===== src/rtl/multi_edge_detector.sv =====
// multi_edge_detector: per-channel synchroniser, glitch filter and edge
// qualifier with sticky flags and saturating event counters.
//
// Ports:
//   clk          system clock, rising edge
//   rst_n        asynchronous active-low reset
//   signal[CH]   raw asynchronous inputs, bit i = channel i
//   mode[2]      00 rising, 01 falling, 10 both, 11 detection disabled
//   clr[CH]      synchronous per-channel clear of sticky flag and counter
//   edge_detect  one-cycle pulse per qualifying edge (registered)
//   edge_sticky  latched edge-seen flag (registered)
//   edge_count   per-channel saturating counts, channel i at [i*CNT_W +: CNT_W]
//   level        filtered, synchronised level (registered)
module multi_edge_detector #(
    parameter int unsigned CH          = 4,
    parameter int unsigned SYNC_STAGES = 2,
    parameter int unsigned FILT_CNT    = 3,
    parameter int unsigned CNT_W       = 8
) (
    input  logic                clk,
    input  logic                rst_n,
    input  logic [CH-1:0]       signal,
    input  logic [1:0]          mode,
    input  logic [CH-1:0]       clr,
    output logic [CH-1:0]       edge_detect,
    output logic [CH-1:0]       edge_sticky,
    output logic [CH*CNT_W-1:0] edge_count,
    output logic [CH-1:0]       level
);

    localparam int unsigned FILT_W = (FILT_CNT > 1) ? $clog2(FILT_CNT) : 1;
    localparam logic [FILT_W-1:0] FILT_LAST = FILT_W'(FILT_CNT - 1);
    localparam logic [CNT_W-1:0]  CNT_MAX   = '1;

    localparam logic [1:0] MODE_RISE = 2'b00;
    localparam logic [1:0] MODE_FALL = 2'b01;
    localparam logic [1:0] MODE_BOTH = 2'b10;

    logic [CH-1:0][SYNC_STAGES-1:0] sync_q, sync_d;
    logic [CH-1:0][FILT_W-1:0]      filt_cnt_q, filt_cnt_d;
    logic [CH-1:0]                  level_q, level_d;
    logic [CH-1:0]                  edge_detect_q, edge_detect_d;
    logic [CH-1:0]                  edge_sticky_q, edge_sticky_d;
    logic [CH-1:0][CNT_W-1:0]       count_q, count_d;

    logic [CH-1:0] sync_out;
    logic [CH-1:0] level_change;

    // Synchroniser output is the oldest stage of each chain.
    always_comb begin
        sync_out = '0;
        for (int unsigned i = 0; i < CH; i++) begin
            sync_out[i] = sync_q[i][SYNC_STAGES-1];
        end
    end

    // Next-state logic for all channels.
    always_comb begin
        sync_d        = sync_q;
        filt_cnt_d    = filt_cnt_q;
        level_d       = level_q;
        edge_detect_d = '0;
        edge_sticky_d = edge_sticky_q;
        count_d       = count_q;
        level_change  = '0;

        for (int unsigned i = 0; i < CH; i++) begin
            sync_d[i] = {sync_q[i][SYNC_STAGES-2:0], signal[i]};

            // A new level is accepted only after FILT_CNT consecutive mismatches.
            if (sync_out[i] != level_q[i]) begin
                if (filt_cnt_q[i] == FILT_LAST) begin
                    level_d[i]      = sync_out[i];
                    filt_cnt_d[i]   = '0;
                    level_change[i] = 1'b1;
                end else begin
                    filt_cnt_d[i] = filt_cnt_q[i] + FILT_W'(1);
                end
            end else begin
                filt_cnt_d[i] = '0;
            end

            // New level equals sync_out, so sync_out=1 means a rise.
            if (level_change[i]) begin
                unique case (mode)
                    MODE_RISE: edge_detect_d[i] = sync_out[i];
                    MODE_FALL: edge_detect_d[i] = ~sync_out[i];
                    MODE_BOTH: edge_detect_d[i] = 1'b1;
                    default:   edge_detect_d[i] = 1'b0;
                endcase
            end

            // Bookkeeping follows the registered pulse; a pulse beats clr.
            edge_sticky_d[i] = edge_detect_q[i] | (edge_sticky_q[i] & ~clr[i]);

            if (clr[i]) begin
                count_d[i] = CNT_W'(edge_detect_q[i]);
            end else if (edge_detect_q[i] && (count_q[i] != CNT_MAX)) begin
                count_d[i] = count_q[i] + CNT_W'(1);
            end
        end
    end

    // State registers.
    always_ff @(posedge clk or negedge rst_n) begin
        if (!rst_n) begin
            sync_q        <= '0;
            filt_cnt_q    <= '0;
            level_q       <= '0;
            edge_detect_q <= '0;
            edge_sticky_q <= '0;
            count_q       <= '0;
        end else begin
            sync_q        <= sync_d;
            filt_cnt_q    <= filt_cnt_d;
            level_q       <= level_d;
            edge_detect_q <= edge_detect_d;
            edge_sticky_q <= edge_sticky_d;
            count_q       <= count_d;
        end
    end

    assign edge_detect = edge_detect_q;
    assign edge_sticky = edge_sticky_q;
    assign edge_count  = count_q;
    assign level       = level_q;

endmodule


===== config.mk =====
export PLATFORM = sky130hd
export DESIGN_NAME = multi_edge_detector
export DESIGN_NICKNAME = d
export VERILOG_FILES = /design/src/rtl/multi_edge_detector.sv
export SDC_FILE = /design/constraint.sdc
export NUM_CORES = 1
export LEC_CHECK = 0
export ABC_AREA = 1
export CORE_MARGIN = 1.5
export CORE_UTILIZATION = 35
export DETAILED_ROUTE_END_ITERATION = 8
export PLACE_DENSITY_LB_ADDON = 0.3
export SYNTH_ARGS = -nofsm -noshare
export SYNTH_HDL_FRONTEND = slang
export SYNTH_SLANG_ARGS = --single-unit

===== constraint.sdc =====
create_clock -name clk -period 3.87 [get_ports clk]
set_input_delay 0.774 -clock clk [delete_from_list [all_inputs] [get_ports clk]]
set_output_delay 0.774 -clock clk [all_outputs]
set_load 0.005 [all_outputs]

======== After elaboration in Yosys (flattened, before gate mapping) ========
Index checks and enable logic that the tools add are counted.
storage, ports and cells
  word-level logic and storage cells ...... 101
  input port bits ......................... 12
  register bits ........................... 60
cells by class
  add/subtract/negate cells ............... 8
  bitwise logic cells ..................... 16
  muxes and demuxes ....................... 32
  reductions and logical operators ........ 13
  equality and inequality tests ........... 14
operator list
  kind                 number
  $mux 8               8
  $add 8x1->8 const B  4
  $ne 8x8->1 const B   4
  $mux 2               8
  $mux 1               12
  $pmux 1 s3           4
  $eq 2x2->1 const B   5
  $add 2x1->2 const B  4
  $not 1->1            8
  $reduce_and 2->1     4
  $reduce_bool 2->1    4
  $and 1x1->1          4
  $logic_and 1x1->1    4
  $ne 1x1->1           4
  $or 1x1->1           4
  $eq 2x1->1 const B   1
  $logic_not 2->1      1

======== Logic depth before layout (Yosys ltp) ========
Gate-level depths: netlist of run 1.
  word-level depth ........................ 4
  mapped depth ............................ 9
  gate-level depth less buffers ........... 9

======== Least setup slack after synthesis of run 1 ========
OpenSTA, ideal clock, no wires.
  path type ............................... reg-to-reg
  start point ............................. register count_q (netlist bit edge_count[16])
  end point ............................... register count_q (netlist bit edge_count[16])
  period minus slack after synthesis ...... 1333 ps
  stages on the path, launching flop included .. 8
  arrival ................................. 1210 ps
  path slack .............................. 2537 ps
  path through ............................ dfrtp_1 ha_1 nand2_1 nor2_4 a21oi_4 nor2_4 nand2_1 nand2_1
between the ends
  longest elaborated chain between the ends .. 3
  elaborated cells between the ends (all ways) .. 6
  those cells by class .................... add/sub: 1; eq/ne: 1; mux: 2; reduce/logical: 2
ends and longest elaborated chain
  element                                      line    source
  start, declared                              44      logic [CH-1:0][CNT_W-1:0] count_q, count_d;
  start signal, assigned                       119     count_q <= count_d;
  $add 8x1->8 or $ne 8x8->1 (tied branches)    99, 98
  $mux 8 or $logic_and 1x1->1 (tied branches)  98      end else if (edge_detect_q[i] && (count_q[i] != CNT_MAX)) begin
  $mux 8 or $reduce_bool 2->1 (tied branches)  --
Parallel ways exist; a longest one is shown, timed or not. The select of a mux whose other input is x is not followed.
A chain may end at the register's enable or synchronous reset.

======== Worst setup path in the final report of run 1 ========
  start point ............................. register edge_detect_q[1], in the netlist edge_detect[1]
  end point ............................... output edge_detect[1]
RTL lines
  element                 line  source
  start, declared         42    logic [CH-1:0] edge_detect_q, edge_detect_d;
  start signal, assigned  117   edge_detect_q <= edge_detect_d;
  end, declared           25    output logic [CH-1:0] edge_detect,
No word-level cell between the ends.

==> results of run 1 <==
logic make-up (layout without fill, tap and decap cells):
| logic type | Yosys count | in the layout | synth area share |
|---|---|---|---|
| xor gates and xnor gates | 7 | 7 | 0.0211 |
| DFF | 60 | 60 | 0.517 |
| AOI/OAI and AO/OA | 51 | 51 | 0.0969 |
| buffers and inverters | 49 | 121 | 0.0659 |
| adders and majority gates | 4 | 4 | 0.0172 |
| and+or+nand+nor | 188 | 188 | 0.282 |
through the flow:
step / utilization / worst slack, ns / instance area (um2) / power (mW) / hold slack [ns]
floorplan: - / 2.54 / 2900 / 0.922 / 0.331
global placement: 0.441 / 1.84 / 3590 / 1.07 / 0.333
detailed placement: 0.441 / 1.89 / 3590 / 1.08 / 0.346
CTS: 0.466 / 1.71 / 3790 / 1.66 / 0.360
global route: 0.466 / 1.67 / 3790 / 1.74 / 0.365
finish: 0.466 / 1.72 / 3790 / 1.63 / 0.359
report_power, final:
part	leakage [nW]	total [mW]	internal (mW)	switching, mW
Combinational	0.920	0.286	0.144	0.143
Clock	0.102	0.566	0.331	0.235
Sequential	0.801	0.779	0.709	0.0701
Total	1.82	1.63	1.18	0.448
cells in the mapped netlist (all sizes together):
cell and instances:
o21ai 19, dfrtp 60, nor2 32, ha 4, nor3 11, clkinv 3
nand4 1, o21bai 6, inv 46, xor2 7, nand3 33, nand2 111
a21oi 26
cell type report:
| type | count | share of cell area |
|---|---|---|
| clock inverters | 4 | 0.0125 |
| flip-flops and latches | 60 | 0.396 |
| clock buffers | 12 | 0.0409 |
| inverters | 49 | 0.0505 |
| well taps | 105 | 0.0347 |
| multi-input cells | 250 | 0.319 |
| repair buffers | 56 | 0.146 |
path summary, 6_finish.rpt:
path                       slack (ns)  depth (start not counted)              to
hold / removal                   0.36                          0     sync_out[0]
setup reg to reg                 2.37                          7  edge_count[16]
hold reg to reg                  0.36                          0     sync_out[0]
max in group asynchronous        2.49                          2  edge_count[26]
setup / recovery                 1.72                          1  edge_detect[1]
min in group asynchronous        0.57                          1   filt_cnt_q[3]
per-layer routing:
layer | global-route usage | vias up | part of all wire
li1 | - | 1286 | -
met1 | 0.199 | 1149 | 0.49
met2 | 0.224 | 44 | 0.46
met3 | 0.0324 | 8 | 0.037
met4 | 0.0697 | 0 | 0.014
met5 | 0 | - | 0
state kept, by name (all words and copies together), names as in the netlist:
register and flops:
edge_count 32, filt_cnt_q 8, edge_detect 4, edge_sticky 4, level 4, sync_d 4
sync_out 4
==> results.md, run 1 <==
* Port Buffers at 55
* # hold bufs at CTS at 0
* Setup-failing EPs final at 0
* Final HPWL DP at 4500 um
* DR WL/cell at 11.3 um
* Die X at 94.1 um
* Total grt overflow at 0
* Drt via density at 4.64
* Non-filler cells, final at 536
* Worst-Skew Late Latency at 0.32 ns
* Critical path fanouts, max at 8
* Skew final at 0.00649 ns
* I/O pin count at 56
* Critical Path RT at 3.10 ns
* Initial antenna violation count at 0
* Cells after Synth at 359
* Hold Crit Start: sync_d[1]
* Worst Path Buf+Inv at 1
* Synth area leaders: dfrtp_1, nand2_1, inv_1
* Syn_area_per_cell at 8.09 um2
* Final Cycle Share at 0.555
* Starting density of the core at 0.357
* Most common cell after layout, fill and taps aside: nand2_1
* First-pass GRT wire length at 10300 um
* Critical path startpoint: edge_detect[1]
* Chip height at 94.1 um
* Reg2Reg Launch Point: edge_count[16]
* Yosys cell types at 20
* Flops & latches, synth at 60
* Worst-path clk slew at 0.07 ns
* Critical path endpoint category: primary output
* CP Class: register to primary output
* Setup tns final at 0 ns
* Worst Tran Pin Value at 0.868 ns
* P per Cell Area at 430 nW/um2
* DRC at 0
* Fmax at 465 MHz
* Storage cell area at 1500 um2
* Mapped Nets at 375
* Multi-input gate area at 1210 um2
* Via count at 2487
* Syn Std Cell Area at 2900 um2
* Starting DRT DRC Count at 125
* Setup bufs post-CTS at 0
* Max Slew Vio Count at 0
* Max_cap viols at 0
* Cells resized by post-CTS repair at 0
* Leading area contributor after synthesis: dfrtp_1
* Clock buffer depth at 2
* Hold Crit Class: register to register
* Setup crit start kind: register
* DP Cell Count at 520
* Final GP Congestion at 0.881
* Leakage at 1.82 nW
* Tot GR Track Use at 0.147
* TritonCTS buffer count at 9
* Most frequent cells in the layout: nand2_1, dfrtp_1, clkdlybuf4s50_1
* Worst EP arrival at 1.37 ns
* Largest net degree at the start of global routing at 41
* Drt first pass iters at 4
* Post-synthesis sequential area ratio at 0.517
* Critical path's slowest cell: clkdlybuf4s50_1
* Rows at 33
* DRT Wirelength at 6040 um
* Number of global-route vias before repair at 2313
* Share of cells above drive strength 1 at 0.0812
* CORE AREA at 8130 um2
* Final ANT Viol Nets at 0
* Die ar. at 8850 um2
* Antenna diodes at 0
* Status: finished clean
* RSZ-0062 raised after global routing: false
* Final hold vios at 0
* Nets@finish at 442
* Minimum clock period at 2.15 ns
* Clock tree from TritonCTS: done
* Rel. slew slack at 0.421
* Layout fillers at 791
* Crit path max-delay family: buffers and inverters
* CP cell instances: clkdlybuf4s50_1
* Total number of yosys warnings at 0
* Clock Sinks at 60
* Root Buffer: clkbuf_8
* VDD IR max at 0.000252 V
* CTS H-tree lvls at 3
* Worst stage delay on the critical path at 0.56 ns
* Area delta synth->final at 30.5%
* Yosys top cell area share at 0.517
No activity file was read; power rests on OpenSTA's default activity.
==> run 2, diff against run 1 <==
==> constraint.sdc (replaced) <==
create_clock -name clk -period 2 [get_ports clk]
set_input_delay 0.4 -clock clk [delete_from_list [all_inputs] [get_ports clk]]
set_output_delay 0.4 -clock clk [all_outputs]
set_load 0.005 [all_outputs]
==> run 2 against run 1 <==
Worst setup slack got worse by 1.5 ns; largest cell class unchanged; flip-flop and latch count did not move; first-iteration DRC count is 22% lower; register-to-register slack worse by 1.9 ns; sequential power increased by 94%; via count shrank 0.56%; largest power group unchanged; clock skew up 0.0043 ns; hold slack worse by 0.28 ns; total power rose by 92%; clock-buffer cell count is 4 higher; final cell count is the same; global-route usage up 0.067 points.
==> results.md, run 2 (synthesized netlist as in run 1, its figures left out) <==
* DP Cell Count at 520
* Port Buffers at 55
* Total grt overflow at 0
* First-pass GRT wire length at 10300 um
* Starting density of the core at 0.357
* Most frequent cells in the layout: nand2_1, dfrtp_1, clkdlybuf4s50_1
* Worst EP arrival at 1.38 ns
* CTS H-tree lvls at 3
* Die ar. at 8850 um2
* RR Endpoint: edge_count[5]
* Clock tree from TritonCTS: done
* CP Capture Point: edge_detect[1]
* Nets@finish at 442
* Clock buffer depth at 2
* Setup crit start kind: register
* Clock Sinks at 60
* CORE AREA at 8130 um2
* Worst Tran Pin Value at 0.323 ns
* CP Class: register to primary output
* Crit path max-delay family: buffers and inverters
* VDD IR max at 0.000483 V
* Max Slew Vio Count at 0
* Dpl cell area at 3600 um2
* Area delta synth->final at 30.9%
* Setup tns final at 0 ns
* Rel. slew slack at 0.785
* Max_cap viols at 0
* Status: finished clean
* Critical Path RT at 1.60 ns
* DRT Wirelength at 6020 um
* Worst stage delay on the critical path at 0.56 ns
* Number of global-route vias before repair at 2286
* Root Buffer: clkbuf_8
* Non-filler cells, final at 536
* Drt first pass iters at 4
* Critical path fanouts, max at 8
* Tot GR Track Use at 0.148
* CP cell instances: clkdlybuf4s50_1
* Via count at 2473
* Critical path endpoint category: primary output
* DRC at 0
* Die X at 94.1 um
* Chip height at 94.1 um
* Worst Path Buf+Inv at 1
* Critical Path Stages at 1
* Final HPWL DP at 4320 um
* Leakage at 1.83 nW
* Final ANT Viol Nets at 0
* Final GP Congestion at 0.901
* Cells resized by post-CTS repair at 0
* Rows at 33
* Critical path's slowest cell: clkdlybuf4s50_1
* R2R depth at 9
* Worst-path clk slew at 0.06 ns
* Final Cycle Share at 0.888
* Design Area, Final at 3800 um2
* Setup bufs post-CTS at 0
* Fmax at 563 MHz
* R2r setup slk at 0.48 ns
* Most common cell after layout, fill and taps aside: nand2_1
* RSZ-0062 raised after global routing: false
* Max FFs per register at 32
* DR WL/cell at 11.2 um
* I/O pin count at 56
* Minimum clock period at 1.78 ns
* Reg2Reg Launch Point: edge_count[0]
* Hold Crit Class: input port to asynchronous set/reset pin
* Starting DRT DRC Count at 97
* Critical path startpoint: edge_detect[1]
* P per Cell Area at 822 nW/um2
* Final hold vios at 0
* Initial antenna violation count at 0
* Worst-Skew Late Latency at 0.33 ns
* Setup-failing EPs final at 0
* TritonCTS buffer count at 9
* Drt via density at 4.61
* Antenna diodes at 0
* Skew final at 0.0108 ns
* Largest net degree at the start of global routing at 61
* Share of cells above drive strength 1 at 0.0789
* # hold bufs at CTS at 0
## run 2: cell count changes in the layout (fill, tap and decap cells not counted)
cell        previous run  this run
buf_4                  1         0
clkinvlp_4             1         0
clkbuf_1               1         2
buf_12                 0         1
clkbuf_8              11        14
bufinv_16              1         0
clkinv_2               4         2
## run 2: metal layers
metal / up-vias / GRT usage / share of wire
met5: - / 0 / 0
met1: 1131 / 0.210 / 0.50
met2: 48 / 0.217 / 0.45
li1: 1285 / - / -
met4: 0 / 0.0746 / 0.017
met3: 9 / 0.0243 / 0.032
## run 2: area by class of cell
class / count / area (um2)
Sequential cell: 60 / 1500
Timing Repair Buffer: 56 / 566
Multi-Input combinational cell: 250 / 1210
Clock buffer: 16 / 200
Inverter: 49 / 191
Tap cell: 105 / 131
Fill cell: 785 / 4330
## run 2: metrics by stage
| step | setup WS [ns] | power (mW) | hold slack (ns) | util |
|---|---|---|---|---|
| 2_1_floorplan | 0.667 | 1.78 | 0.104 | - |
| 3_5_place_dp | 0.332 | 2.09 | 0.339 | 0.443 |
| 3_3_place_gp | 0.310 | 2.08 | 0.336 | 0.443 |
| 6_report | 0.223 | 3.13 | 0.0773 | 0.467 |
| 5_1_grt | 0.160 | 3.31 | 0.107 | 0.467 |
| 4_1_cts | 0.200 | 3.18 | 0.0755 | 0.467 |
## run 2: worst min-delay path by stage
stage	to
after floorplan	edge_count[0]
after global placement	sync_out[1]
after detailed placement	sync_out[1]
after CTS	edge_count[3]
after global routing	edge_count[8]
final	edge_count[11]
## run 2: power by group
| part | switching [mW] | leakage, nW | internal [mW] |
|---|---|---|---|
| Sequential | 0.137 | 0.801 | 1.37 |
| Clock | 0.440 | 0.103 | 0.621 |
| Combinational | 0.274 | 0.925 | 0.281 |
